==> config.mk <==
export PLATFORM = sky130hd
export DESIGN_NAME = hazard_ctrl
export DESIGN_NICKNAME = d
export VERILOG_FILES = /design/src/rtl/hazard_pkg.sv /design/src/rtl/hazard_slot.sv /design/src/rtl/hazard_ctrl.sv
export SDC_FILE = /design/constraint.sdc
export NUM_CORES = 1
export LEC_CHECK = 0
export CAP_MARGIN = 10
export CORE_MARGIN = 4
export CORE_UTILIZATION = 49
export DETAILED_ROUTE_END_ITERATION = 12
export GPL_TIMING_DRIVEN = 0
export PLACE_DENSITY = 0.69
export RECOVER_POWER = 100
export SYNTH_ARGS = -nofsm -noshare
export SYNTH_HDL_FRONTEND = slang
export SYNTH_HIERARCHICAL = 1
export SYNTH_SLANG_ARGS = --single-unit
==> constraint.sdc <==
create_clock -name clk -period 2.5 [get_ports clk]
set_input_delay 0.5 -clock clk [delete_from_list [all_inputs] [get_ports clk]]
set_output_delay 0.5 -clock clk [all_outputs]
set_load 0.02 [all_outputs]
==> src/rtl/hazard_pkg.sv <==
// Shared types, encodings and match helpers for the pipeline hazard controller.
package hazard_pkg;

  // Tuse value meaning "this source register is not read"
  localparam logic [1:0] TUSE_NONE = 2'd3;

  // D-stage operand mux selects
  localparam logic [1:0] D_FWD_RF = 2'd0;
  localparam logic [1:0] D_FWD_E  = 2'd1;
  localparam logic [1:0] D_FWD_M  = 2'd2;
  localparam logic [1:0] D_FWD_W  = 2'd3;

  // E-stage operand mux selects
  localparam logic [1:0] E_FWD_PIPE = 2'd0;
  localparam logic [1:0] E_FWD_M    = 2'd1;
  localparam logic [1:0] E_FWD_W    = 2'd2;

  // M-stage store-data mux selects
  localparam logic M_FWD_PIPE = 1'b0;
  localparam logic M_FWD_W    = 1'b1;

  // Default mult/div busy lengths
  localparam int DEF_MULT_CYC = 5;
  localparam int DEF_DIV_CYC  = 10;

  // One scoreboard entry
  typedef struct packed {
    logic [4:0] a3;
    logic [1:0] tnew;
    logic [4:0] rs;
    logic [4:0] rt;
  } slot_t;

  // A stage matches r when it writes a non-zero register equal to r
  function automatic logic slot_match(slot_t s, logic [4:0] r);
    return (s.a3 != 5'd0) && (s.a3 == r);
  endfunction

  // A matching stage blocks a consumer whose result is not ready in time
  function automatic logic slot_blocks(slot_t s, logic [4:0] r, logic [1:0] tuse);
    return slot_match(s, r) && (tuse != TUSE_NONE) && (s.tnew > tuse);
  endfunction

  // A matching stage whose result already exists can feed a bypass
  function automatic logic slot_ready(slot_t s, logic [4:0] r);
    return slot_match(s, r) && (s.tnew == 2'd0);
  endfunction

endpackage

==> src/rtl/hazard_slot.sv <==
// One scoreboard stage register: captures the upstream entry, inserts a
// bubble on request and optionally ages Tnew by one (saturating at zero).
module hazard_slot
  import hazard_pkg::*;
#(
  parameter bit DEC = 1'b1
) (
  input  logic  clk,
  input  logic  reset,
  input  logic  bubble,
  input  slot_t din,
  output slot_t q
);

  slot_t nxt_s;

  // Next entry: bubble, or upstream entry with Tnew aged when enabled
  always_comb begin
    nxt_s = din;
    if (bubble) begin
      nxt_s = '0;
    end else if (DEC && (din.tnew != 2'd0)) begin
      nxt_s.tnew = din.tnew - 2'd1;
    end else begin
      nxt_s.tnew = din.tnew;
    end
  end

  // Stage register, cleared by the asynchronous reset
  always_ff @(posedge clk or negedge reset) begin
    if (!reset) begin
      q <= '0;
    end else begin
      q <= nxt_s;
    end
  end

endmodule

==> src/rtl/hazard_ctrl.sv <==
// Central stall/forward controller: E/M/W scoreboard, stall generation,
// forward-select priority and the mult/div busy counter.
module hazard_ctrl
  import hazard_pkg::*;
#(
  parameter int MULT_CYC = DEF_MULT_CYC,
  parameter int DIV_CYC  = DEF_DIV_CYC
) (
  input  logic       clk,
  input  logic       reset,
  input  logic [4:0] D_rs,
  input  logic [4:0] D_rt,
  input  logic [1:0] D_Tuse_rs,
  input  logic [1:0] D_Tuse_rt,
  input  logic [4:0] D_A3,
  input  logic [1:0] D_Tnew,
  input  logic       D_md,
  input  logic       E_start,
  input  logic       E_is_div,
  output logic       stall,
  output logic [1:0] D_fwd_rs,
  output logic [1:0] D_fwd_rt,
  output logic [1:0] E_fwd_rs,
  output logic [1:0] E_fwd_rt,
  output logic       M_fwd_rt,
  output logic       md_busy
);

  localparam int CNT_MAX = (MULT_CYC > DIV_CYC) ? MULT_CYC : DIV_CYC;
  localparam int CNT_W   = $clog2(CNT_MAX + 1);

  slot_t d_slot, e_slot, m_slot, w_slot;
  logic [CNT_W-1:0] cnt_r, cnt_nxt_s;
  logic stall_rs_s, stall_rt_s, stall_md_s;
  logic unused_slot_bits;

  assign d_slot = '{a3: D_A3, tnew: D_Tnew, rs: D_rs, rt: D_rt};

  // D enters E unaged (D_Tnew already counts from E); later stages age by one
  hazard_slot #(.DEC(1'b0)) u_e (.clk(clk), .reset(reset), .bubble(stall), .din(d_slot), .q(e_slot));
  hazard_slot #(.DEC(1'b1)) u_m (.clk(clk), .reset(reset), .bubble(1'b0),  .din(e_slot), .q(m_slot));
  hazard_slot #(.DEC(1'b1)) u_w (.clk(clk), .reset(reset), .bubble(1'b0),  .din(m_slot), .q(w_slot));

  // M never forwards by rs, and W only supplies its A3/Tnew
  assign unused_slot_bits = ^{m_slot.rs, w_slot.rs, w_slot.rt};

  // Stall when a producer in E or M is not ready by the consumer's Tuse,
  // or when a HI/LO user meets a busy mult/div unit
  always_comb begin
    stall_rs_s = slot_blocks(e_slot, D_rs, D_Tuse_rs) | slot_blocks(m_slot, D_rs, D_Tuse_rs);
    stall_rt_s = slot_blocks(e_slot, D_rt, D_Tuse_rt) | slot_blocks(m_slot, D_rt, D_Tuse_rt);
    stall_md_s = D_md & md_busy;
    stall      = stall_rs_s | stall_rt_s | stall_md_s;
  end

  // D-stage forward selects: nearest ready producer wins (E, then M, then W)
  always_comb begin
    D_fwd_rs = D_FWD_RF;
    D_fwd_rt = D_FWD_RF;
    if (slot_ready(e_slot, D_rs))      D_fwd_rs = D_FWD_E;
    else if (slot_ready(m_slot, D_rs)) D_fwd_rs = D_FWD_M;
    else if (slot_ready(w_slot, D_rs)) D_fwd_rs = D_FWD_W;
    else                               D_fwd_rs = D_FWD_RF;
    if (slot_ready(e_slot, D_rt))      D_fwd_rt = D_FWD_E;
    else if (slot_ready(m_slot, D_rt)) D_fwd_rt = D_FWD_M;
    else if (slot_ready(w_slot, D_rt)) D_fwd_rt = D_FWD_W;
    else                               D_fwd_rt = D_FWD_RF;
  end

  // E- and M-stage forward selects from the sources held in the E/M slots
  always_comb begin
    E_fwd_rs = E_FWD_PIPE;
    E_fwd_rt = E_FWD_PIPE;
    M_fwd_rt = M_FWD_PIPE;
    if (slot_ready(m_slot, e_slot.rs))      E_fwd_rs = E_FWD_M;
    else if (slot_ready(w_slot, e_slot.rs)) E_fwd_rs = E_FWD_W;
    else                                    E_fwd_rs = E_FWD_PIPE;
    if (slot_ready(m_slot, e_slot.rt))      E_fwd_rt = E_FWD_M;
    else if (slot_ready(w_slot, e_slot.rt)) E_fwd_rt = E_FWD_W;
    else                                    E_fwd_rt = E_FWD_PIPE;
    if (slot_ready(w_slot, m_slot.rt))      M_fwd_rt = M_FWD_W;
    else                                    M_fwd_rt = M_FWD_PIPE;
  end

  // Busy counter next value: a start always reloads, otherwise count down
  always_comb begin
    cnt_nxt_s = cnt_r;
    if (E_start) begin
      cnt_nxt_s = E_is_div ? CNT_W'(DIV_CYC) : CNT_W'(MULT_CYC);
    end else if (cnt_r != {CNT_W{1'b0}}) begin
      cnt_nxt_s = cnt_r - CNT_W'(1);
    end else begin
      cnt_nxt_s = cnt_r;
    end
  end

  // Busy counter register
  always_ff @(posedge clk or negedge reset) begin
    if (!reset) begin
      cnt_r <= {CNT_W{1'b0}};
    end else begin
      cnt_r <= cnt_nxt_s;
    end
  end

  assign md_busy = E_start | (cnt_r != {CNT_W{1'b0}});

endmodule
==> results.md, run 1 <==
* CP required at 2.00 ns
* Arr. time, crit path at 2.16 ns
* Max Cap Viol at 0
* Count of final setup violators at 3
* Hpwl dp at 3.84 mm
* Post-Syn Area per Cell at 10.5 um^2
* Initial antenna violation count at 0
* Clock Power Share at 27.9%
* CTS max path bufs at 2
* Number of buffers created by CTS at 5
* Largest net degree at the start of global routing at 25
* Status: finished with violations
* Finished Core Util at 67.2%
* PortBufs at 36
* Drt drc at 0
* Total power at 1.61 mW
* Setup CP Type: reg -> out
* Total Wirelength at 5.70 mm
* GPL Wtd Cong at 0.804
* CTS tree: done
* Vias in the first global route at 1,894
* Total Routing Usage GR at 19.7%
* Die area at 6240 um^2
* Sw Ratio at 29.5%
* Layout cells sized above 1 at 26.6%
* Pwr/cell area at 497 nW/um^2
* Hold WC Path Type: in -> async
* Area added between synthesis and finish at 31.1%
* Final Worst Setup Slack at -0.163 ns
* RSZ-0062 raised after global routing: yes
* P_int at 1.13 mW
* # rows at 25
* Final ANT Viol Nets at 0
* # diodes at 0
* Crit start category: flop
* Worst skew pair latency at 0.29 ns
* Peak VDD IR at 0.000513 V
* Die X at 79.0 um
* CTS clk-pin slew, worst paths at 0.08 ns
* CP startpoint: u_e/q[13]$_DFF_PN0_
* Vias per Instance at 4.92
* Max Slew Vio Count at 0
* Worst relative slew slack at 10.2%
* Setup WS pre-CTS at -0.938 ns
* FF-to-FF path depth at 8
* # nets final at 339
* Static Leak at 1.53 nW
* Most frequent cells in the layout: dfrtp_1, xor2_1, xnor2_1, nor2b_1, buf_4
* Failing checks: setup timing
* Initial Util at 51.3%
* 1st-pass router iterations at 4
* Comb pwr share at 26.0%
* Clk sinks at 40
* First-pass GRT wire length at 9.37 mm
* CTS H-tree lvls at 2
* Critical Path End Type: output pin
* Total grt overflow at 0
* Reg2Reg Setup Slack at 0.25 ns
* Sequential Power Share at 46.1%
* Yosys warnings at 6
* Clock tree root driver cell: clkbuf_8
* # IOs at 37
* Worst-margin pin slew at 1.35 ns
* Worst flop-to-flop path startpoint: u_e/q[13]$_DFF_PN0_
* Via Count at 1,827
* Psw at 474 uW
* CP max FO at 2
* Final Hold Viols at 0
* Layout Skew at 0.0101 ns
* Synth Cell Area at 2470 um^2
* Crit share post-route at 107%
* Most common cell after layout, fill and taps aside: dfrtp_1
* WL per Instance at 15.4 um
* Post-route setup TNS at -0.291 ns
* DIE HEIGHT at 79.0 um
* DR iter-0 viols at 149
* Post-synthesis cell count at 236
* Core Area at 4820 um^2
* Max Clock Freq at 375 MHz
* Fin crit period at 2.66 ns
-- critical path: stages (launching register included) --
cell,delay (ns)
dfrtp_1,0.40
or4_4,0.55
nor2_4,0.13
a211o_2,0.13
a2bb2o_4,0.21
a211o_4,0.33
buf_6,0.13
-- power groups by stage --
stage          Sequential, mW  Clock, mW  Combinational (mW)
6_report                0.742      0.448               0.419
5_1_grt                 0.750      0.494               0.463
4_1_cts                 0.742      0.465               0.410
3_5_place_dp            0.747          0               0.384
3_3_place_gp            0.747          0               0.372
2_1_floorplan           0.736          0               0.252
-- layout make-up --
| cell class | instances | area [um^2] |
|---|---|---|
| buffer | 5 | 52.6 |
| clock buffer | 7 | 86.3 |
| clock inverter | 1 | 7.51 |
| fill | 416 | 1580 |
| inverter | 10 | 37.5 |
| multi-input combinational | 185 | 1500 |
| sequential | 40 | 1010 |
| tap | 67 | 83.8 |
| timing repair buffer | 56 | 457 |
-- layer usage --
metal | wire [um] | vias to the layer above | share of wire [%] | global-route usage, %
li1 | - | 905 | - | -
met1 | 2450 | 869 | 43 | 24.5
met2 | 2900 | 42 | 51 | 34.6
met3 | 242 | 11 | 4.2 | 3.51
met4 | 108 | 0 | 1.9 | 6.36
met5 | 0 | - | 0 | 0
-- flip-flops by register name (all words and copies together) (netlist names) --
register  flops
u_w/q         7
cnt_r         4
u_m/q        12
u_e/q        17
-- through the flow --
stage	hold WS, ns	cell area [um^2]	instances
floorplan	0.204	2520	249
global placement	0.458	2970	352
detailed placement	0.452	2980	353
CTS	0.132	3200	367
global route	0.395	3240	371
finish	0.308	3240	371
-- worst paths after layout --
path	to
max	stall
min	cnt_r[3]$_DFFE_PN0N_
max reg2reg	u_e/q[8]$_DFF_PN0_
min reg2reg	u_w/q[12]$_DFF_PN0_
max in group asynchronous	u_m/q[15]$_DFF_PN0_
min in group clk	u_w/q[12]$_DFF_PN0_
-- repair_timing --
action	in CTS	in global routing
setup buffers	15	4
resized for setup	78	15
pin swaps	15	6
endpoints found under the hold margin	0	0
hold buffers	0	0
endpoints found under the setup margin	11	8
Power figures use the tool's default switching activity.
==> run 2, diff against run 1 <==
--- a/config.mk
+++ b/config.mk
@@ -6,8 +6,10 @@
 export NUM_CORES = 1
 export LEC_CHECK = 0
 export CAP_MARGIN = 10
+export CORE_ASPECT_RATIO = 0.8
 export CORE_MARGIN = 4
 export CORE_UTILIZATION = 49
+export CTS_CLUSTER_DIAMETER = 100
 export DETAILED_ROUTE_END_ITERATION = 12
 export GPL_TIMING_DRIVEN = 0
 export PLACE_DENSITY = 0.69
==> results.md, run 2 (synthesized netlist as in run 1, its figures left out) <==
* 1st-pass router iterations at 4
* # rows at 22
* Vias per Instance at 4.87
* Vias in the first global route at 1,776
* # IOs at 37
* Clock Power Share at 26.1%
* Final Hold Viols at 0
* Hold Buf Count CTS at 0
* Clk sinks at 40
* Hold WC Path Type: reg -> reg
* Reg with most FFs: u_e/q
* RSZ-0062 raised after global routing: yes
* Initial Util at 52.2%
* Reg2Reg Setup Slack at 0.20 ns
* # diodes at 0
* Setup CP Type: reg -> out
* Core Area at 4730 um^2
* CP max stage cell: or4_4
* Die X at 87.4 um
* Arr. time, crit path at 2.21 ns
* Worst hold start: u_m/q[12]$_DFF_PN0_
* Static Leak at 1.55 nW
* Peak VDD IR at 0.000305 V
* Worst relative slew slack at -21.4%
* Max Cap Viol at 1
* Worst-margin pin slew at 1.82 ns
* Setup WS pre-CTS at -0.973 ns
* Initial antenna violation count at 0
* Die area at 6250 um^2
* Crit share post-route at 108%
* Total grt overflow at 0
* Total Routing Usage GR at 19.4%
* Largest net degree at the start of global routing at 41
* Critical Path End Type: output pin
* Sw Ratio at 30.3%
* CTS tree: done
* Via Count at 1,781
* CTS H-tree lvls at 2
* Hpwl dp at 3.87 mm
* Area added between synthesis and finish at 31.8%
* Finished Core Util at 68.7%
* CP top delay family: simple AND/OR/NAND/NOR gates
* Count of final setup violators at 5
* First-pass GRT wire length at 9.22 mm
* Worst flop-to-flop path startpoint: u_e/q[13]$_DFF_PN0_
* Status: finished with violations
* Comb pwr share at 27.6%
* Pwr/cell area at 491 nW/um^2
* # nets final at 341
* Final Worst Setup Slack at -0.206 ns
* CP startpoint: u_e/q[13]$_DFF_PN0_
* Failing checks: capacitance limit, slew limit, setup timing
* CTS max path bufs at 2
* CTS clk-pin slew, worst paths at 0.08 ns
* CP max FO at 2
* Layout Skew at 0.00568 ns
* Crit start category: flop
* CP required at 2.00 ns
* Most common cell after layout, fill and taps aside: dfrtp_1
* Worst skew pair latency at 0.29 ns
* DIE HEIGHT at 71.5 um
* DR iter-0 viols at 90
* Fin crit period at 2.71 ns
* Layout cells sized above 1 at 27.1%
* CP max stage delay at 0.56 ns
* Final ANT Viol Nets at 0
* CP cell instances: or4_4, nor2_4, a211o_2, a2bb2o_4, a211o_4, buf_6
* Max Slew Vio Count at 41
* PortBufs at 36
* Number of buffers created by CTS at 5
* Most frequent cells in the layout: dfrtp_1, xor2_1, xnor2_1, buf_4, nor2b_1
* Number of flip-flops in the largest register at 17
* Register area at 1010 um^2
* Hold_ws at 0.484 ns
* P_int at 1.12 mW
* Psw at 484 uW
* Clock tree root driver cell: clkbuf_8
* Filler instances at 372
* Total Wirelength at 5.76 mm
* WL per Instance at 15.7 um
* GPL Wtd Cong at 0.789
* Sequential Power Share at 46.4%
* Buf/Inv on CP at 1
* Drt drc at 0
* Area of the multi-input gates at 1510 um^2
* Top flop regs: u_e/q (17), u_m/q (12), u_w/q (7)
* Max Clock Freq at 369 MHz
==> run 2: cell types whose count changed in the layout (fill, tap and decap cells not counted), sizes merged <==
cell / change
buf: +4
clkbuf: -4
clkinv: +3
clkdlybuf4s15: -2
clkdlybuf4s25: +1
clkinvlp: -1
dlymetal6s2s: +1
==> run 2: metal layers <==
layer  vias up  wire length (um)  track usage [%]
li1        910                 -                -
met1       827              2620             26.3
met2        35              2830             31.9
met3         9               223             3.79
met4         0                89             5.11
met5         -                 0                0
==> run 2: what timing repair did <==
action / in CTS / in global routing
endpoints found under the hold margin: 0 / 0
resized for setup: 80 / 17
setup endpoints to repair: 11 / 8
buffers inserted: 18 / 3
pin swaps: 18 / 6
==> run 2: path summary, 6_finish.rpt <==
kind                                  endpoint  cells past startpoint
min in group asynchronous  u_e/q[14]$_DFF_PN0_                      2
hold / removal             u_w/q[12]$_DFF_PN0_                      1
setup / recovery                         stall                      6
setup reg to reg            u_e/q[8]$_DFF_PN0_                      8
max in group asynchronous  u_w/q[13]$_DFF_PN0_                      2
hold reg to reg            u_w/q[12]$_DFF_PN0_                      1
==> run 2: final cells by class <==
type / instances / share of cell area (%)
multi-input cells: 185 / 46.3
flip-flops and latches: 40 / 31.1
repair buffers: 58 / 14.9
well taps: 60 / 2.31
clock buffers: 5 / 2.11
plain buffers: 5 / 1.61
inverters: 10 / 1.15
clock inverters: 3 / 0.577
==> run 2: power groups by stage <==
stage,clock network [mW],registers [mW],logic [mW]
finish,0.417,0.742,0.441
global route,0.455,0.749,0.483
CTS,0.431,0.742,0.422
detailed placement,0,0.748,0.383
global placement,0,0.747,0.373
floorplan,0,0.736,0.252
==> run 2: metrics by stage <==
step                TNS, ns  total power [mW]  instance area (um^2)  std cells
finish               -0.407              1.60                  3250        366
global route          -1.92              1.69                  3250        366
CTS                  -0.496              1.60                  3210        363
detailed placement    -9.21              1.13                  2980        346
global placement     -11.32              1.12                  2960        345
floorplan                 0             0.988                  2520        249
